==> config.mk <==
export PLATFORM = sky130hd
export DESIGN_NAME = jtag_config_deserializer
export DESIGN_NICKNAME = d
export VERILOG_FILES = /design/src/rtl/jtag_config_deserializer.sv
export SDC_FILE = /design/constraint.sdc
export NUM_CORES = 1
export LEC_CHECK = 0
export CAP_MARGIN = 15
export CORE_MARGIN = 4
export CORE_UTILIZATION = 40
export DETAILED_ROUTE_END_ITERATION = 16
export GPL_ROUTABILITY_DRIVEN = 0
export PLACE_DENSITY = 0.73
export SLEW_MARGIN = 30
export SYNTH_ARGS = -nofsm -noshare
export SYNTH_HDL_FRONTEND = slang
export SYNTH_SLANG_ARGS = --single-unit
==> constraint.sdc <==
create_clock -name CLK -period 5.2 [get_ports CLK]
set_clock_uncertainty 0.05 [all_clocks]
set_input_delay 1.04 -clock CLK [delete_from_list [all_inputs] [get_ports CLK]]
set_output_delay 1.04 -clock CLK [all_outputs]
set_load 0.05 [all_outputs]
==> src/rtl/jtag_config_deserializer.sv <==
// ----------------------------------------------------------------------------
// jtag_config_deserializer
//
// Collects TDI bits shifted while the CONFIG user instruction is selected and
// assembles them LSB-first into WORD_WIDTH-bit words for the eFPGA
// configuration port. Runs on the configuration clock (tck while JTAG owns
// the port).
//
// Optional feature macro: JTAG_CFG_CRC_EN
//   defined   -> CRC-32/MPEG-2 accumulator over every emitted word
//   undefined -> no CRC logic, crc_out tied to 0
//
// Ports
//   CLK             configuration clock
//   resetn          asynchronous active-low reset
//   cfg_sel         TAP instruction register holds CONFIG
//   shift_dr        TAP is in Shift-DR
//   update_dr       one-cycle Update-DR pulse
//   tdi             serial data in
//   tdo             bit shifted out of the assembly register (registered)
//   JTAGWriteData   last completed word, held until the next one
//   JTAGWriteStrobe one-cycle pulse per completed word
//   JTAGActive      JTAG owns the configuration port
//   word_count      words emitted this session, saturating
//   frag_error      sticky, set when a partial word is discarded
//   crc_out         running CRC of emitted words
// ----------------------------------------------------------------------------
module jtag_config_deserializer #(
    parameter int WORD_WIDTH  = 32,
    parameter int COUNT_WIDTH = 16
) (
    input  logic                   CLK,
    input  logic                   resetn,
    input  logic                   cfg_sel,
    input  logic                   shift_dr,
    input  logic                   update_dr,
    input  logic                   tdi,
    output logic                   tdo,
    output logic [WORD_WIDTH-1:0]  JTAGWriteData,
    output logic                   JTAGWriteStrobe,
    output logic                   JTAGActive,
    output logic [COUNT_WIDTH-1:0] word_count,
    output logic                   frag_error,
    output logic [31:0]            crc_out
);

    localparam int BitCntWidth = $clog2(WORD_WIDTH);

    typedef enum logic [1:0] {
        IDLE  = 2'd0,
        ARMED = 2'd1,
        SHIFT = 2'd2
    } state_t;

    state_t                  state;
    logic [WORD_WIDTH-1:0]   shReg;
    logic [BitCntWidth-1:0]  bitCnt;

    logic                    sessionOpen;
    logic                    lastBit;
    logic                    updDrop;
    logic                    shiftEn;
    logic                    wordDone;
    logic                    sessionStart;
    logic [WORD_WIDTH-1:0]   shNext;

    assign sessionOpen  = (state != IDLE);
    assign lastBit      = (bitCnt == BitCntWidth'(WORD_WIDTH - 1));
    // Update-DR only matters when it would throw away collected bits, and
    // then it wins over a simultaneous shift.
    assign updDrop      = update_dr && (bitCnt != '0);
    // With cfg_sel low, the only bit still accepted is the one that
    // completes a word.
    assign shiftEn      = sessionOpen && shift_dr && !updDrop && (cfg_sel || lastBit);
    assign wordDone     = shiftEn && lastBit;
    assign sessionStart = (state == IDLE) && cfg_sel;
    assign shNext       = {tdi, shReg[WORD_WIDTH-1:1]};

    always_ff @(posedge CLK or negedge resetn) begin
        if (!resetn) begin
            state           <= IDLE;
            shReg           <= '0;
            bitCnt          <= '0;
            tdo             <= 1'b0;
            JTAGWriteData   <= '0;
            JTAGWriteStrobe <= 1'b0;
            JTAGActive      <= 1'b0;
            word_count      <= '0;
            frag_error      <= 1'b0;
        end else begin
            JTAGWriteStrobe <= 1'b0;

            if (shiftEn) begin
                shReg  <= shNext;
                tdo    <= shReg[0];
                bitCnt <= lastBit ? '0 : bitCnt + BitCntWidth'(1);
                if (lastBit) begin
                    JTAGWriteData   <= shNext;
                    JTAGWriteStrobe <= 1'b1;
                    if (word_count != '1) begin
                        word_count <= word_count + COUNT_WIDTH'(1);
                    end
                end
            end

            case (state)
                IDLE: begin
                    if (cfg_sel) begin
                        state      <= ARMED;
                        JTAGActive <= 1'b1;
                        word_count <= '0;
                        frag_error <= 1'b0;
                        bitCnt     <= '0;
                    end else begin
                        JTAGActive <= 1'b0;
                    end
                end
                default: begin
                    if (!cfg_sel) begin
                        state      <= IDLE;
                        // A word completing on this edge keeps the port
                        // owned through its strobe cycle.
                        JTAGActive <= shiftEn;
                        bitCnt     <= '0;
                        if ((bitCnt != '0) && !shiftEn) begin
                            frag_error <= 1'b1;
                        end
                    end else begin
                        JTAGActive <= 1'b1;
                        state      <= shift_dr ? SHIFT : ARMED;
                        if (updDrop) begin
                            bitCnt     <= '0;
                            frag_error <= 1'b1;
                        end
                    end
                end
            endcase
        end
    end

`ifdef JTAG_CFG_CRC_EN
    localparam logic [31:0] CrcPoly = 32'h04C1_1DB7;
    localparam logic [31:0] CrcInit = 32'hFFFF_FFFF;

    logic [31:0] crcReg;

    // Whole word folded in one cycle, MSB first, no reflection.
    function automatic logic [31:0] crcStep(input logic [31:0] crcIn,
                                            input logic [WORD_WIDTH-1:0] data);
        logic [31:0] c;
        c = crcIn;
        for (int i = WORD_WIDTH - 1; i >= 0; i--) begin
            c = {c[30:0], 1'b0} ^ ((c[31] ^ data[i]) ? CrcPoly : 32'h0);
        end
        return c;
    endfunction

    always_ff @(posedge CLK or negedge resetn) begin
        if (!resetn) begin
            crcReg <= CrcInit;
        end else if (sessionStart) begin
            crcReg <= CrcInit;
        end else if (wordDone) begin
            crcReg <= crcStep(crcReg, shNext);
        end
    end

    assign crc_out = crcReg;
`else
    assign crc_out = '0;
`endif

endmodule

# Word level (Yosys, flattened, before mapping)
# Index checks and enable logic that the tools add are counted.
totals:
  out_inout_bits: 84
  wordCells: 54
  register_bits: 91
  in_bits: 6
op_classes:
  addsub: 2
  mux: 25
  n_eq_ne: 4
  n_reduce_logical: 14
ops:
  columns: ["op", "count"]
  rows:
  - ["16-bit two-way mux", 5]
  - ["5-bit two-way mux", 6]
  - ["16-bit by 1-bit adder with 16-bit output, second input constant", 1]
  - ["16-bit != test, second input constant", 1]
  - ["1-bit two-way mux", 10]
  - ["2-bit two-way mux", 4]
  - ["5-bit by 1-bit adder with 5-bit output, second input constant", 1]
  - ["5-bit == test, second input constant", 1]
  - ["1-bit logical AND", 5]
  - ["5-bit nonzero test", 1]
  - ["2-bit nonzero test", 2]
  - ["3-bit by 1-bit != test with 1-bit output, second input constant", 1]
  - ["3-bit AND reduction", 1]
  - ["1-bit logical NOT", 2]
  - ["2-bit logical NOT", 1]
  - ["2-bit != test, second input constant", 1]
  - ["2-bit AND reduction", 1]
  - ["1-bit logical OR", 1]

# Longest topological paths before layout
# Gate-level depths: netlist of the first run.
logic_depth:
  ltp_word: 10
  ltp_mapped: 9
  mapped_depth_nobuf: 8

# Worst setup path after synthesis of the first run
# Ideal clock, no wire load.
synth_path:
  kind: "input to register"
  from: "in cfg_sel"
  to: "reg shReg[10]"
  required_ns: 5.025
  arrival_ns: 2.366
  cell_stages: 4
  setup_slack_ns: 2.659
  cell_sequence: "o221a_2 o21ai_1 clkbuf_1 mux2_2"
synth_via:
  elab_chain_len: 2
synth_rtl:
  columns: ["element", "line_no", "rtl"]
  rows:
  - ["start: declaration", "34", "input logic cfg_sel,"]
  - ["1-bit logical OR", "74", "assign shiftEn = sessionOpen && shift_dr && !updDrop && (cfg_sel || lastBit);"]
  - ["1-bit logical AND", "74", null]
  - ["end signal: assignment", "94", "shReg <= shNext;"]
  - ["end: declaration", "56", "logic [WORD_WIDTH-1:0] shReg;"]
# No other way between the ends.
# A chain may end at the register's enable or synchronous reset.

# Worst setup path in the final report of the first run
layout_path:
  from: "in update_dr"
  to: "reg JTAGWriteData[0]"
layout_via:
  elab_chain_len: 5
layout_rtl:
  columns: ["element", "line_no", "rtl"]
  rows:
  - ["start: declaration", "36", "input logic update_dr,"]
  - ["1-bit logical AND", "71", "assign updDrop = update_dr && (bitCnt != '0);"]
  - ["1-bit logical NOT", "74", null]
  - ["1-bit logical AND (2 in a row)", "74", null]
  - ["2-bit AND reduction (no line)", null, null]
  - ["end signal: assignment", "98", "JTAGWriteData <= shNext;"]
  - ["end: declaration", "39", "output logic [WORD_WIDTH-1:0] JTAGWriteData,"]
# No other way between the ends.

==> flow_summary.html, run 1 <==
<table>
<tr><th>Metric</th><th>Value</th></tr>
<tr><th colspan="2">Power</th></tr>
<tr><td>Pleak</td><td>2.442 nW</td></tr>
<tr><td>Int Power</td><td>1.122 mW</td></tr>
<tr><td>Worst supply voltage drop on vdd</td><td>0.1696 mV</td></tr>
<tr><td>Clock group share of total power</td><td>between 30% and 40%</td></tr>
<tr><td>Power per unit of standard cell area</td><td>301.0 mW/mm^2</td></tr>
<tr><td>Portion of total power attributed to sequential cells</td><td>about 51%</td></tr>
<tr><td>Sw Ratio</td><td>25.77%</td></tr>
<tr><td>Part of the total power dissipated in combinational logic</td><td>between 10% and 20%</td></tr>
<tr><td>Net switching power of the design</td><td>389.4 uW</td></tr>
<tr><th colspan="2">Logic synthesis</th></tr>
<tr><td>Yosys synthesis warning count</td><td>0</td></tr>
<tr><td>Syn Inst Count</td><td>between 300 and 400</td></tr>
<tr><td>Count of flip-flops with a built-in enable after synthesis</td><td>0</td></tr>
<tr><td>Portion of the post-synthesis area used by sequential elements</td><td>54.97%</td></tr>
<tr><td>Share of async-settable or async-resettable flops after synthesis</td><td>100.0%</td></tr>
<tr><td>Avg Inst Size Synth</td><td>approximately 10 sq um</td></tr>
<tr><td>Dominant synthesized flop cell</td><td>sky130_fd_sc_hd__dfrtp_1</td></tr>
<tr><td>Netlist area before placement</td><td>0.004143 sq mm</td></tr>
<tr><td>#FFs+latches synth</td><td>~90</td></tr>
<tr><td>Netlist cell types</td><td>48</td></tr>
<tr><th colspan="2">Cells and area</th></tr>
<tr><td>Synthesis-to-layout area growth</td><td>21.20%</td></tr>
<tr><td>Fraction of final layout cells sized beyond drive strength 1</td><td>between 10% and 20%</td></tr>
<tr><td>Diodes inserted</td><td>0</td></tr>
<tr><td>Most common cell after layout, fill and taps aside</td><td>sky130_fd_sc_hd__nand2_1</td></tr>
<tr><td>Number of nets at the end of the flow</td><td>466</td></tr>
<tr><td>Post-route core utilization</td><td>50.67%</td></tr>
<tr><td>Top library cells by usage in the layout, fill and taps aside</td><td>109 x sky130_fd_sc_hd__nand2_1, 91 x sky130_fd_sc_hd__dfrtp_1, 56 x sky130_fd_sc_hd__clkdlybuf4s50_1, 33 x sky130_fd_sc_hd__mux2_2, 32 x sky130_fd_sc_hd__conb_1</td></tr>
<tr><td>Fin cells</td><td>594</td></tr>
<tr><th colspan="2">Floorplanning</th></tr>
<tr><td>Initial standard-cell utilization of the core</td><td>41.81%</td></tr>
<tr><td>Die boundary width</td><td>between 100 and 150 um</td></tr>
<tr><td>I/O Pins</td><td>90</td></tr>
<tr><td>Cell Rows</td><td>36</td></tr>
<tr><td>Area of the die</td><td>0.01205 sq mm</td></tr>
<tr><td>Total core area</td><td>0.009910 sq mm</td></tr>
<tr><td>Die Y</td><td>109.8 um</td></tr>
<tr><th colspan="2">Global routing</th></tr>
<tr><td>Met2 track demand over resource in global routing</td><td>21.67%</td></tr>
<tr><td>Total Routing Usage GR</td><td>14.72%</td></tr>
<tr><td>GR Layer Usage met1</td><td>20.79%</td></tr>
<tr><td>Busiest layer in global routing</td><td>met2</td></tr>
<tr><td>Number of global-route vias before repair</td><td>2893</td></tr>
<tr><td>Number of antenna violations at the first check in global routing</td><td>0</td></tr>
<tr><td>Global route overflow</td><td>0</td></tr>
<tr><td>Met3 demand-to-capacity share in global routing</td><td>between 4 and 5%</td></tr>
<tr><td>Largest net degree at the start of global routing</td><td>92</td></tr>
<tr><td>Global-route wire length before repair</td><td>13.94 mm</td></tr>
<tr><th colspan="2">STA</th></tr>
<tr><td>Unrepaired setup endpoints after global routing</td><td>false</td></tr>
<tr><td>Worst relative slew slack</td><td>45.55%</td></tr>
<tr><td>Number of setup violations in the final report</td><td>0</td></tr>
<tr><td>Min cycle time layout</td><td>2.977 ns</td></tr>
<tr><td>Setup total negative slack</td><td>0 ns</td></tr>
<tr><td>Worst Max-Slew Pin Slew</td><td>about 0.8 ns</td></tr>
<tr><td>Maximum clock frequency</td><td>335.9 MHz</td></tr>
<tr><td>Worst hold slack</td><td>between 0.4 and 0.5 ns</td></tr>
<tr><td>Final hold violations</td><td>0</td></tr>
<tr><td>Post-route setup slack</td><td>2.223 ns</td></tr>
<tr><td>Final clock period utilization by the worst path</td><td>a little under three fifths</td></tr>
<tr><td>Final slew viol count</td><td>0</td></tr>
<tr><th colspan="2">Place</th></tr>
<tr><td>Half-perimeter wire length of the detailed placement result</td><td>5.707 mm</td></tr>
<tr><td>Number of placed instances with taps included</td><td>578</td></tr>
<tr><td>Port buffer count</td><td>57</td></tr>
<tr><td>Dpl ws</td><td>1.849 ns</td></tr>
<tr><th colspan="2">Run status</th></tr>
<tr><td>Outcome</td><td>finished clean</td></tr>
<tr><th colspan="2">Worst setup path</th></tr>
<tr><td>Data required time of the worst path</td><td>5.39 ns</td></tr>
<tr><td>Category of the most critical setup path</td><td>in2reg</td></tr>
<tr><td>Crit path arrival time</td><td>3.17 ns</td></tr>
<tr><td>Element type at the critical path end</td><td>flop</td></tr>
<tr><td>Critical path startpoint category</td><td>input port</td></tr>
<tr><td>Peak fanout along the critical path</td><td>33</td></tr>
<tr><th colspan="2">Drt</th></tr>
<tr><td>Detailed-route wire length</td><td>8.409 mm</td></tr>
<tr><td>Drt pass-1 iters</td><td>4</td></tr>
<tr><td>Vias</td><td>between 2000 and 3000</td></tr>
<tr><td>Average detailed-routed wire length per instance</td><td>around 14 um</td></tr>
<tr><td>DRC violation count after routing</td><td>0</td></tr>
<tr><td>Post-route antenna net violation count</td><td>0</td></tr>
<tr><td>Post-detailed-route via-to-cell ratio</td><td>5.024</td></tr>
<tr><td>Number of design-rule violations left by the first detailed-router iteration</td><td>122</td></tr>
<tr><th colspan="2">Clocking</th></tr>
<tr><td>Inserted Clock Buffers</td><td>9</td></tr>
<tr><td>Resized Gates After CTS</td><td>0</td></tr>
<tr><td>Post-CTS Hold Fix Bufs</td><td>0</td></tr>
<tr><td>Clock root buffer</td><td>sky130_fd_sc_hd__clkbuf_8</td></tr>
<tr><td>Number of buffers added for setup after CTS</td><td>0</td></tr>
<tr><td>Clock tree from TritonCTS</td><td>done</td></tr>
<tr><td>TritonCTS Sinks</td><td>91</td></tr>
<tr><td># H-tree levels</td><td>3</td></tr>
<tr><td>Skew-Pair Late Insertion Delay</td><td>0.36 ns</td></tr>
<tr><td>Largest buffer count on any clock path</td><td>2</td></tr>
<tr><td>Clock slew at reported path FFs</td><td>0.09 ns</td></tr>
<tr><th colspan="2">Hold path</th></tr>
<tr><td>Worst hold path class</td><td>reg2reg</td></tr>
<tr><th colspan="2">Flow run</th></tr>
<tr><td>Max capacitance violation total</td><td>0</td></tr>
</table>
## Yosys cell counts, types with 2 or more instances
library cell,count,area [sq um]
sky130_fd_sc_hd__clkbuf_1,10,37.54
sky130_fd_sc_hd__or3_1,3,18.77
sky130_fd_sc_hd__a31oi_1,4,25.02
sky130_fd_sc_hd__buf_1,3,11.26
sky130_fd_sc_hd__nand4_1,6,37.54
sky130_fd_sc_hd__o21ai_0,7,35.03
sky130_fd_sc_hd__or2_2,5,31.28
sky130_fd_sc_hd__o31ai_1,4,30.03
sky130_fd_sc_hd__inv_1,3,11.26
sky130_fd_sc_hd__a21oi_1,11,55.05
sky130_fd_sc_hd__and3_1,4,25.02
sky130_fd_sc_hd__and4_1,3,26.28
sky130_fd_sc_hd__mux2i_1,6,60.06
sky130_fd_sc_hd__o311ai_0,2,17.52
sky130_fd_sc_hd__buf_4,32,240.2
sky130_fd_sc_hd__nor2_1,11,41.29
sky130_fd_sc_hd__nor3_1,4,20.02
sky130_fd_sc_hd__ha_1,4,50.05
sky130_fd_sc_hd__nand2_1,109,409.1
sky130_fd_sc_hd__dfrtp_1,91,2277
sky130_fd_sc_hd__mux2_2,33,371.6
sky130_fd_sc_hd__nor4_1,6,37.54
sky130_fd_sc_hd__buf_2,2,10.01
sky130_fd_sc_hd__nand3_1,9,45.04
sky130_fd_sc_hd__or4_1,4,30.03
## critical path, stage by stage
cell and delay [ns]:
sky130_fd_sc_hd__clkdlybuf4s50_1 0.57, sky130_fd_sc_hd__inv_1 0.17, sky130_fd_sc_hd__o21ai_2 0.63, sky130_fd_sc_hd__clkinv_1 0.28, sky130_fd_sc_hd__buf_4 0.31, sky130_fd_sc_hd__nand2_1 0.11, sky130_fd_sc_hd__nand2_1 0.06
## path summary, 6_finish.rpt
| check | start | endpoint | cells past startpoint | slack (ns) |
|---|---|---|---|---|
| worst max register to register | bitCnt[0] | word_count[6] | 7 | 2.52 |
| max in group asynchronous | resetn | shReg[30] | 1 | 3.85 |
| worst max-delay path | update_dr | JTAGWriteData[0] | 7 | 2.22 |
| worst min-delay path | shReg[15] | JTAGWriteData[14] | 2 | 0.43 |
| worst min register to register | shReg[15] | JTAGWriteData[14] | 2 | 0.43 |
| min in group asynchronous | resetn | JTAGWriteData[10] | 1 | 0.66 |
## through the flow
step / area [sq um] / power [mW]
2_1_floorplan: 4259 / 0.9095
3_3_place_gp: 4740 / 0.9287
3_5_place_dp: 4771 / 0.9369
4_1_cts: 5021 / 1.521
5_1_grt: 5021 / 1.571
6_report: 5021 / 1.511
## cell families after synthesis
logic type / synth area share (%)
and+or+nand+nor: 18.73
buffers and inverters: 7.581
muxes: 10.42
DFF: 54.97
other: 0.09052
AOI/OAI and AO/OA: 6.584
xor gates and xnor gates: 0.4229
adders and majority gates: 1.208
## layer usage
metal | wire length, um | part of all wire [%]
met1 | 3938 | 47
met3 | 598 | 7.1
met2 | 3762 | 45
met5 | 0 | 0
met4 | 110 | 1.3
## cell type report
cell class,instances,area [sq um]
fillers,932,4888
flip-flops and latches,91,2277
multi-input cells,288,1683
repair buffers,62,629.4
well taps,133,166.4
clock buffers,10,137.6
clock inverters,6,112.6
inverters,4,15.01
## flip-flops by register name, indices dropped and copies added, names as in the netlist
register and count:
JTAGActive 1, JTAGWriteData 32, JTAGWriteStrobe 1, bitCnt 5, frag_error 1, shReg 32, state 2, tdo 1
word_count 16
## power by group through the flow
stage / clock network, mW / logic [mW] / registers, mW
4_1_cts: 0.598 / 0.156 / 0.767
2_1_floorplan: 0 / 0.127 / 0.783
3_3_place_gp: 0 / 0.150 / 0.779
3_5_place_dp: 0 / 0.156 / 0.781
5_1_grt: 0.630 / 0.170 / 0.772
6_report: 0.590 / 0.154 / 0.767
Power figures use the tool's default switching activity.
==> run 2: changes to the inputs <==
--- a/config.mk
+++ b/config.mk
@@ -10,7 +10,7 @@
 export CORE_UTILIZATION = 40
 export DETAILED_ROUTE_END_ITERATION = 16
 export GPL_ROUTABILITY_DRIVEN = 0
-export PLACE_DENSITY = 0.73
+export PLACE_DENSITY = 0.76
 export SLEW_MARGIN = 30
 export SYNTH_ARGS = -nofsm -noshare
 export SYNTH_HDL_FRONTEND = slang
==> constraint.sdc (replaced) <==
create_clock -name CLK -period 2.7 [get_ports CLK]
set_clock_uncertainty 0.05 [all_clocks]
set_input_delay 0.54 -clock CLK [delete_from_list [all_inputs] [get_ports CLK]]
set_output_delay 0.54 -clock CLK [all_outputs]
set_load 0.05 [all_outputs]
==> flow_summary.html, run 2 (same netlist as run 1, synthesis figures left out) <==
<table>
<tr><th>Metric</th><th>Value</th></tr>
<tr><th colspan="2">Drt</th></tr>
<tr><td>Number of design-rule violations left by the first detailed-router iteration</td><td>87 (-29%)</td></tr>
<tr><td>Post-route antenna net violation count</td><td>0 (unchanged)</td></tr>
<tr><td>Detailed-route wire length</td><td>8.823 mm (+4.9%)</td></tr>
<tr><td>Vias</td><td>3033 (+1.6%)</td></tr>
<tr><td>Average detailed-routed wire length per instance</td><td>14.71 um (+3.9%)</td></tr>
<tr><td>DRC violation count after routing</td><td>0 (unchanged)</td></tr>
<tr><td>Post-detailed-route via-to-cell ratio</td><td>5.055 (+0.63%)</td></tr>
<tr><td>Drt pass-1 iters</td><td>4 (unchanged)</td></tr>
<tr><th colspan="2">Worst setup path</th></tr>
<tr><td>Data required time of the worst path</td><td>2.88 ns (-2.51 ns)</td></tr>
<tr><td>Length in cells of the worst reg-to-reg path</td><td>7 (unchanged)</td></tr>
<tr><td>Crit path arrival time</td><td>2.64 ns (-0.53 ns)</td></tr>
<tr><td>Source of the worst register-to-register timing path</td><td>bitCnt[0]</td></tr>
<tr><td>Crit. path cell count</td><td>7 (unchanged)</td></tr>
<tr><td>Slowest-stage cell, CP</td><td>sky130_fd_sc_hd__dfrtp_1</td></tr>
<tr><td>Element type at the critical path end</td><td>flop</td></tr>
<tr><td>Start point of the critical path</td><td>bitCnt[0]</td></tr>
<tr><td>Category of the most critical setup path</td><td>reg2reg</td></tr>
<tr><td>Worst-path cell chain</td><td>ha_1, and3_1, ha_1, o221a_2, o21ai_4, buf_12, mux2_2</td></tr>
<tr><td>Critical path startpoint category</td><td>flop</td></tr>
<tr><td>Count of buffering cells on the critical path with inverters included</td><td>1 (-3)</td></tr>
<tr><td>Peak fanout along the critical path</td><td>22 (-33%)</td></tr>
<tr><td>Delay contributed by the slowest stage of the critical path</td><td>0.43 ns (-0.20 ns)</td></tr>
<tr><td>Cell seen most often among critical-path stages</td><td>sky130_fd_sc_hd__ha_1</td></tr>
<tr><td>Top Family by Delay on Critical Path</td><td>compound AO/OA/AOI/OAI gates</td></tr>
<tr><th colspan="2">Global routing</th></tr>
<tr><td>Number of antenna violations at the first check in global routing</td><td>0 (unchanged)</td></tr>
<tr><td>Total Routing Usage GR</td><td>15.82% (+1.1 points)</td></tr>
<tr><td>Largest net degree at the start of global routing</td><td>73 (-21%)</td></tr>
<tr><td>Global-route wire length before repair</td><td>14.95 mm (+7.3%)</td></tr>
<tr><td>Number of global-route vias before repair</td><td>3023 (+4.5%)</td></tr>
<tr><td>Global route overflow</td><td>0 (unchanged)</td></tr>
<tr><th colspan="2">Floorplanning</th></tr>
<tr><td>Die Y</td><td>109.8 um (unchanged)</td></tr>
<tr><td>Total core area</td><td>0.009910 sq mm (unchanged)</td></tr>
<tr><td>Initial standard-cell utilization of the core</td><td>41.81% (unchanged)</td></tr>
<tr><td>Cell Rows</td><td>36 (unchanged)</td></tr>
<tr><td>Die boundary width</td><td>109.8 um (unchanged)</td></tr>
<tr><td>Area of the die</td><td>0.01205 sq mm (unchanged)</td></tr>
<tr><td>I/O Pins</td><td>90 (unchanged)</td></tr>
<tr><th colspan="2">Cells and area</th></tr>
<tr><td>Fill cells</td><td>903 (-3.1%)</td></tr>
<tr><td>Synthesis-to-layout area growth</td><td>20.30%</td></tr>
<tr><td>Number of nets at the end of the flow</td><td>474 (+1.7%)</td></tr>
<tr><td>Diodes inserted</td><td>0 (unchanged)</td></tr>
<tr><td>Fraction of final layout cells sized beyond drive strength 1</td><td>14.35% (+0.46 points)</td></tr>
<tr><td>Most common cell after layout, fill and taps aside</td><td>sky130_fd_sc_hd__nand2_1</td></tr>
<tr><td>Registers with the highest flip-flop counts</td><td>JTAGWriteData: 32 flops, shReg: 32 flops, word_count: 16 flops</td></tr>
<tr><td>Post-route core utilization</td><td>50.29% (-0.38 points)</td></tr>
<tr><td>Fin area</td><td>0.004984 sq mm (-0.75%)</td></tr>
<tr><td>Top library cells by usage in the layout, fill and taps aside</td><td>109 x sky130_fd_sc_hd__nand2_1, 91 x sky130_fd_sc_hd__dfrtp_1, 56 x sky130_fd_sc_hd__clkdlybuf4s50_1, 33 x sky130_fd_sc_hd__mux2_2, 32 x sky130_fd_sc_hd__conb_1</td></tr>
<tr><th colspan="2">Clocking</th></tr>
<tr><td>Inserted Clock Buffers</td><td>9 (unchanged)</td></tr>
<tr><td>TritonCTS Sinks</td><td>91 (unchanged)</td></tr>
<tr><td>Clock root buffer</td><td>sky130_fd_sc_hd__clkbuf_8</td></tr>
<tr><td>Clock slew at reported path FFs</td><td>0.09 ns (about the same)</td></tr>
<tr><td>Resized Gates After CTS</td><td>0 (unchanged)</td></tr>
<tr><td>Largest buffer count on any clock path</td><td>2 (unchanged)</td></tr>
<tr><td># H-tree levels</td><td>3 (unchanged)</td></tr>
<tr><td>Clock tree from TritonCTS</td><td>done</td></tr>
<tr><td>Skew-Pair Late Insertion Delay</td><td>0.35 ns (about the same)</td></tr>
<tr><th colspan="2">Run status</th></tr>
<tr><td>Outcome</td><td>finished clean</td></tr>
<tr><th colspan="2">STA</th></tr>
<tr><td>Final hold violations</td><td>0 (unchanged)</td></tr>
<tr><td>Final slew viol count</td><td>0 (unchanged)</td></tr>
<tr><td>Final clock period utilization by the worst path</td><td>91.03%</td></tr>
<tr><td>Maximum clock frequency</td><td>406.9 MHz</td></tr>
<tr><td>Unrepaired setup endpoints after global routing</td><td>false</td></tr>
<tr><td>Number of setup violations in the final report</td><td>0 (unchanged)</td></tr>
<tr><td>Worst hold slack</td><td>0.4310 ns (+0.0002110 ns)</td></tr>
<tr><td>Worst relative slew slack</td><td>64.32% (+19 points)</td></tr>
<tr><td>Setup total negative slack</td><td>0 ns (unchanged)</td></tr>
<tr><td>Worst Max-Slew Pin Slew</td><td>0.5331 ns (-0.2836 ns)</td></tr>
<tr><td>Min cycle time layout</td><td>about 2.5 ns</td></tr>
<tr><th colspan="2">Power</th></tr>
<tr><td>Pleak</td><td>2.428 nW (-0.55%)</td></tr>
<tr><td>Total design power</td><td>2.560 mW (+69%)</td></tr>
<tr><td>Power per unit of standard cell area</td><td>513.6 mW/mm^2 (+71%)</td></tr>
<tr><td>Worst supply voltage drop on vdd</td><td>0.2691 mV (+59%)</td></tr>
<tr><th colspan="2">Flow run</th></tr>
<tr><td>Max capacitance violation total</td><td>0 (unchanged)</td></tr>
<tr><th colspan="2">Place</th></tr>
<tr><td>Port buffer count</td><td>57 (unchanged)</td></tr>
<tr><td>Post-Place Cell Area</td><td>0.004825 sq mm (+1.1%)</td></tr>
<tr><td>Half-perimeter wire length of the detailed placement result</td><td>6.181 mm (+8.3%)</td></tr>
<tr><th colspan="2">Hold path</th></tr>
<tr><td>Worst hold path class</td><td>reg2reg</td></tr>
<tr><td>Worst hold start</td><td>JTAGWriteData[26]</td></tr>
<tr><td>Number of cells on the worst hold path</td><td>2 (unchanged)</td></tr>
</table>
## run 2: changes by cell type in the layout (fill, tap and decap cells not counted), sizes merged
cell and delta:
clkinv -1, clkbuf +1, buf +7, dlygate4sd3 +1
clkinvlp +1, bufinv -3
## run 2: where the power goes
group	switching (mW)	leakage [nW]	internal, mW
registers	0.0506	1.25	1.43
logic	0.206	1.10	0.0972
clock network	0.456	0.0750	0.323
total	0.713	2.43	1.85
## run 2: stage by stage
| stage | std cells | setup slack [ns] |
|---|---|---|
| after floorplan | 430 | 0.1826 |
| after global placement | 585 | 0.3101 |
| after detailed placement | 585 | 0.2555 |
| after CTS | 600 | 0.2451 |
| after global routing | 600 | 0.1052 |
| final | 600 | 0.2423 |
## run 2: metal layers
layer  global-route usage, %  wire, um  vias to the layer above
met4                   4.898        52                        0
li1                        -         -                     1435
met3                   4.052       538                        7
met5                       0         0                        -
met2                   23.58      4120                       91
met1                   22.63      4112                     1500
## run 2: final cells by class
cell class                 instances  area (sq um)  share of cell area [%]
sequential                        91          2277                   45.69
tap                              133         166.4                   3.339
inverter                           4         15.01                  0.3013
timing repair buffer              70         693.2                   13.91
multi-input combinational        288          1683                   33.77
clock buffer                      11         131.4                   2.636
clock inverter                     3         17.52                  0.3515
## run 2: final timing paths
| kind | to | slack (ns) |
|---|---|---|
| worst max-delay path | shReg[1] | 0.24 |
| worst min-delay path | JTAGWriteData[26] | 0.43 |
| worst max register to register | shReg[1] | 0.24 |
| worst min register to register | JTAGWriteData[26] | 0.43 |
| max in group asynchronous | word_count[14] | 1.40 |
| min in group asynchronous | JTAGWriteData[10] | 0.55 |
## run 2: timing repair
action,in CTS,in global routing
endpoints found under the hold margin,9,0
buffers inserted,0,0
hold buffers,1,0
## run 2: worst min-delay path, stage by stage (launching register included)
cell and delay [ns]:
sky130_fd_sc_hd__dfrtp_1 0.35, sky130_fd_sc_hd__nand2_1 0.05, sky130_fd_sc_hd__nand2_1 0.06
==> run 3: changes to the inputs <==
--- a/config.mk
+++ b/config.mk
@@ -5,7 +5,9 @@
 export SDC_FILE = /design/constraint.sdc
 export NUM_CORES = 1
 export LEC_CHECK = 0
+export ABC_AREA = 1
 export CAP_MARGIN = 15
+export CORE_ASPECT_RATIO = 0.7
 export CORE_MARGIN = 4
 export CORE_UTILIZATION = 40
 export DETAILED_ROUTE_END_ITERATION = 16
==> flow_summary.html, run 3 <==
<table>
<tr><th>Metric</th><th>Value</th></tr>
<tr><th colspan="2">Run status</th></tr>
<tr><td>Outcome</td><td>finished clean</td></tr>
<tr><th colspan="2">Global routing</th></tr>
<tr><td>Global route overflow</td><td>0 (unchanged)</td></tr>
<tr><td>Global-route wire length before repair</td><td>15.08 mm (+0.88%)</td></tr>
<tr><td>Largest net degree at the start of global routing</td><td>57 (-22%)</td></tr>
<tr><td>Number of antenna violations at the first check in global routing</td><td>0 (unchanged)</td></tr>
<tr><td>Number of global-route vias before repair</td><td>3124 (+3.3%)</td></tr>
<tr><td>Total Routing Usage GR</td><td>15.48% (-0.34 points)</td></tr>
<tr><th colspan="2">STA</th></tr>
<tr><td>Final hold violations</td><td>0 (unchanged)</td></tr>
<tr><td>Min cycle time layout</td><td>2.260 ns (-0.1980 ns)</td></tr>
<tr><td>Maximum clock frequency</td><td>442.5 MHz (+8.8%)</td></tr>
<tr><td>Setup total negative slack</td><td>0 ns (unchanged)</td></tr>
<tr><td>Unrepaired setup endpoints after global routing</td><td>false</td></tr>
<tr><td>Worst Max-Slew Pin Slew</td><td>0.7108 ns (+0.1777 ns)</td></tr>
<tr><td>Final clock period utilization by the worst path</td><td>83.69% (-7.3 points)</td></tr>
<tr><td>Worst hold slack</td><td>0.2014 ns (-0.2296 ns)</td></tr>
<tr><td>Number of setup violations in the final report</td><td>0 (unchanged)</td></tr>
<tr><td>Post-route setup slack</td><td>0.4403 ns (+0.1980 ns)</td></tr>
<tr><td>Final slew viol count</td><td>0 (unchanged)</td></tr>
<tr><td>Worst relative slew slack</td><td>52.61% (-12 points)</td></tr>
<tr><th colspan="2">Power</th></tr>
<tr><td>Clock group share of total power</td><td>35.2% (+4.8 points)</td></tr>
<tr><td>Pleak</td><td>2.407 nW (-0.88%)</td></tr>
<tr><td>Int Power</td><td>2.374 mW (+29%)</td></tr>
<tr><td>Net switching power of the design</td><td>1.106 mW (+55%)</td></tr>
<tr><td>Total design power</td><td>3.480 mW (+36%)</td></tr>
<tr><td>Sw Ratio</td><td>31.77% (+3.9 points)</td></tr>
<tr><td>Power per unit of standard cell area</td><td>690.7 mW/mm^2 (+34%)</td></tr>
<tr><td>Portion of total power attributed to sequential cells</td><td>49.1% (-8.6 points)</td></tr>
<tr><td>Part of the total power dissipated in combinational logic</td><td>15.7% (+3.8 points)</td></tr>
<tr><td>Worst supply voltage drop on vdd</td><td>0.2646 mV (-1.7%)</td></tr>
<tr><th colspan="2">Logic synthesis</th></tr>
<tr><td>Library cell occupying the most area in the post-synthesis netlist</td><td>sky130_fd_sc_hd__dfrtp_1</td></tr>
<tr><td>Count of flip-flops with a built-in enable after synthesis</td><td>0 (unchanged)</td></tr>
<tr><td>Netlist area before placement</td><td>0.004165 sq mm (+0.54%)</td></tr>
<tr><td>List of most frequent post-synthesis cells</td><td>150 x sky130_fd_sc_hd__nand2_1, 91 x sky130_fd_sc_hd__dfrtp_1, 57 x sky130_fd_sc_hd__o21ai_0</td></tr>
<tr><td>Portion of the post-synthesis area used by sequential elements</td><td>54.67% (-0.30 points)</td></tr>
<tr><td>Yosys top cell area share</td><td>54.67% (-0.30 points)</td></tr>
<tr><td>Yosys synthesis warning count</td><td>0 (unchanged)</td></tr>
<tr><td>Most common cell in the netlist</td><td>sky130_fd_sc_hd__nand2_1</td></tr>
<tr><td>Netlist cell types</td><td>27 (-44%)</td></tr>
<tr><td>Dominant synthesized flop cell</td><td>sky130_fd_sc_hd__dfrtp_1</td></tr>
<tr><td>Share of async-settable or async-resettable flops after synthesis</td><td>100.0% (unchanged)</td></tr>
<tr><td>#FFs+latches synth</td><td>91 (unchanged)</td></tr>
<tr><td>Avg Inst Size Synth</td><td>8.432 sq um (-19%)</td></tr>
<tr><td>Main area contributors after synthesis</td><td>sky130_fd_sc_hd__dfrtp_1 55%, sky130_fd_sc_hd__nand2_1 14%, sky130_fd_sc_hd__o21ai_0 6.8%, sky130_fd_sc_hd__buf_4 5.9%, sky130_fd_sc_hd__nor2_1 4.7%</td></tr>
<tr><td>Syn Inst Count</td><td>494 (+24%)</td></tr>
<tr><th colspan="2">Drt</th></tr>
<tr><td>DRC violation count after routing</td><td>0 (unchanged)</td></tr>
<tr><td>Post-detailed-route via-to-cell ratio</td><td>4.711 (-6.8%)</td></tr>
<tr><td>Post-route antenna net violation count</td><td>0 (unchanged)</td></tr>
<tr><td>Number of design-rule violations left by the first detailed-router iteration</td><td>261 (+200%)</td></tr>
<tr><td>Detailed-route wire length</td><td>8.976 mm (+1.7%)</td></tr>
<tr><td>Average detailed-routed wire length per instance</td><td>13.12 um (-11%)</td></tr>
<tr><td>Drt pass-1 iters</td><td>5 (+1)</td></tr>
<tr><td>Vias</td><td>3222 (+6.2%)</td></tr>
<tr><th colspan="2">Hold path</th></tr>
<tr><td>Worst hold path class</td><td>in2async</td></tr>
<tr><th colspan="2">Place</th></tr>
<tr><td>Dpl ws</td><td>0.4045 ns (+0.1490 ns)</td></tr>
<tr><td>Half-perimeter wire length of the detailed placement result</td><td>6.260 mm (+1.3%)</td></tr>
<tr><td>Post-Place Cell Area</td><td>0.004746 sq mm (-1.6%)</td></tr>
<tr><td>Number of placed instances with taps included</td><td>668 (+14%)</td></tr>
<tr><td>Port buffer count</td><td>57 (unchanged)</td></tr>
<tr><th colspan="2">Worst setup path</th></tr>
<tr><td>Data required time of the worst path</td><td>2.11 ns (-0.77 ns)</td></tr>
<tr><td>Element type at the critical path end</td><td>output pin</td></tr>
<tr><td>Crit. path cell count</td><td>1 (-6)</td></tr>
<tr><td>Start point of the critical path</td><td>word_count[4]</td></tr>
<tr><td>Source of the worst register-to-register timing path</td><td>bitCnt[0]</td></tr>
<tr><td>Delay contributed by the slowest stage of the critical path</td><td>0.85 ns (+0.42 ns)</td></tr>
<tr><td>Critical path startpoint category</td><td>flop</td></tr>
<tr><td>Crit path arrival time</td><td>1.67 ns (-0.97 ns)</td></tr>
<tr><td>Top Family by Delay on Critical Path</td><td>buffers and inverters</td></tr>
<tr><td>Count of buffering cells on the critical path with inverters included</td><td>1 (unchanged)</td></tr>
<tr><td>Peak fanout along the critical path</td><td>6 (-73%)</td></tr>
<tr><td>Length in cells of the worst reg-to-reg path</td><td>11 (+4)</td></tr>
<tr><td>Destination of the critical timing path</td><td>word_count[4]</td></tr>
<tr><td>Worst-path cell chain</td><td>clkdlybuf4s50_1</td></tr>
<tr><td>Internal reg-to-reg setup slack</td><td>0.45 ns (+0.21 ns)</td></tr>
<tr><td>Slowest-stage cell, CP</td><td>sky130_fd_sc_hd__clkdlybuf4s50_1</td></tr>
<tr><td>Category of the most critical setup path</td><td>reg2out</td></tr>
<tr><td>Capture instance of the worst register-to-register path</td><td>word_count[15]</td></tr>
<tr><th colspan="2">Clocking</th></tr>
<tr><td>Resized Gates After CTS</td><td>0 (unchanged)</td></tr>
<tr><td>Clock tree from TritonCTS</td><td>done</td></tr>
<tr><td>Clock root buffer</td><td>sky130_fd_sc_hd__clkbuf_16</td></tr>
<tr><td>Inserted Clock Buffers</td><td>9 (unchanged)</td></tr>
<tr><td>Clock slew at reported path FFs</td><td>0.07 ns (-0.02 ns)</td></tr>
<tr><td>Post-CTS Hold Fix Bufs</td><td>0 (-1)</td></tr>
<tr><td>Number of buffers added for setup after CTS</td><td>0 (unchanged)</td></tr>
<tr><td>Largest buffer count on any clock path</td><td>2 (unchanged)</td></tr>
<tr><td>TritonCTS Sinks</td><td>91 (unchanged)</td></tr>
<tr><td>Skew-Pair Late Insertion Delay</td><td>0.34 ns (about the same)</td></tr>
<tr><td># H-tree levels</td><td>3 (unchanged)</td></tr>
<tr><th colspan="2">Cells and area</th></tr>
<tr><td>Fin cells</td><td>684 (+14%)</td></tr>
<tr><td>Diodes inserted</td><td>0 (unchanged)</td></tr>
<tr><td>Registers with the highest flip-flop counts</td><td>JTAGWriteData: 32 flops, shReg: 32 flops, word_count: 16 flops</td></tr>
<tr><td>Top library cells by usage in the layout, fill and taps aside</td><td>150 x sky130_fd_sc_hd__nand2_1, 91 x sky130_fd_sc_hd__dfrtp_1, 57 x sky130_fd_sc_hd__o21ai_0, 56 x sky130_fd_sc_hd__clkdlybuf4s50_1, 52 x sky130_fd_sc_hd__nor2_1</td></tr>
<tr><td>Fraction of final layout cells sized beyond drive strength 1</td><td>6.115% (-8.2 points)</td></tr>
<tr><td>Synthesis-to-layout area growth</td><td>20.97%</td></tr>
<tr><td>Fill cells</td><td>902 (-0.11%)</td></tr>
<tr><td>Post-route core utilization</td><td>50.85% (+0.56 points)</td></tr>
<tr><td>Number of nets at the end of the flow</td><td>561 (+18%)</td></tr>
<tr><td>Most common cell after layout, fill and taps aside</td><td>sky130_fd_sc_hd__nand2_1</td></tr>
<tr><td>Fin area</td><td>0.005039 sq mm (+1.1%)</td></tr>
<tr><th colspan="2">Floorplanning</th></tr>
<tr><td>I/O Pins</td><td>90 (unchanged)</td></tr>
<tr><td>Die boundary width</td><td>130.0 um (+18%)</td></tr>
<tr><td>Initial standard-cell utilization of the core</td><td>42.03% (+0.23 points)</td></tr>
<tr><td>Total core area</td><td>0.009910 sq mm (unchanged)</td></tr>
<tr><td>Cell Rows</td><td>30 (-17%)</td></tr>
<tr><td>Die Y</td><td>93.38 um (-15%)</td></tr>
<tr><td>Area of the die</td><td>0.01214 sq mm (+0.71%)</td></tr>
<tr><th colspan="2">Flow run</th></tr>
<tr><td>Max capacitance violation total</td><td>0 (unchanged)</td></tr>
</table>
run 3: cell types whose count changed after synthesis, sizes merged, moves of 7 or more:
cell | previous run | this run
mux2 | 33 | 0
nand3 | 9 | 16
nand2 | 109 | 153
o21ai | 8 | 58
nor2 | 11 | 55
inv | 3 | 43
run 3: metal layers:
| metal | up-vias | global-route usage (%) | wire length (um) |
|---|---|---|---|
| li1 | 1588 | - | - |
| met1 | 1526 | 20.78 | 4117 |
| met2 | 92 | 24.83 | 4211 |
| met3 | 16 | 3.653 | 548 |
| met4 | 0 | 5.017 | 99 |
| met5 | - | 0 | 0 |
run 3: layout make-up:
class                   instances  area [sq um]  area share (%)
well taps                     128         160.2           3.179
inverters                      43         161.4           3.203
multi-input cells             342          1514           30.05
clock inverters                 7         67.56           1.341
clock buffers                   9         225.2           4.470
flip-flops and latches         91          2277           45.19
repair buffers                 64         633.1           12.57
run 3: worst min path at each step:
stage,cells after the start,startpoint,endpoint
2_1_floorplan,0,resetn,JTAGActive
3_3_place_gp,2,JTAGWriteData[28],JTAGWriteData[28]
3_5_place_dp,2,JTAGWriteData[0],JTAGWriteData[0]
4_1_cts,1,resetn,word_count[12]
5_1_grt,1,resetn,word_count[12]
6_report,1,resetn,word_count[12]
run 3: kinds of logic after synthesis:
family	after synthesis	synth area share, %
adder cells (fa/ha/maj)	4	1.202
AND/OR/NAND/NOR	233	23.10
XOR/XNOR	3	0.6309
buffers and inverters	92	11.78
other	1	0.09003
flip-flops	91	54.67
AO/OA/AOI/OAI	70	8.531
run 3: power groups by stage:
stage          sequential (mW)  combinational [mW]  clock, mW
3_3_place_gp              1.73               0.528          0
2_1_floorplan             1.76               0.372          0
5_1_grt                   1.74               0.622       1.31
3_5_place_dp              1.73               0.548          0
6_report                  1.71               0.546       1.23
4_1_cts                   1.71               0.551       1.25
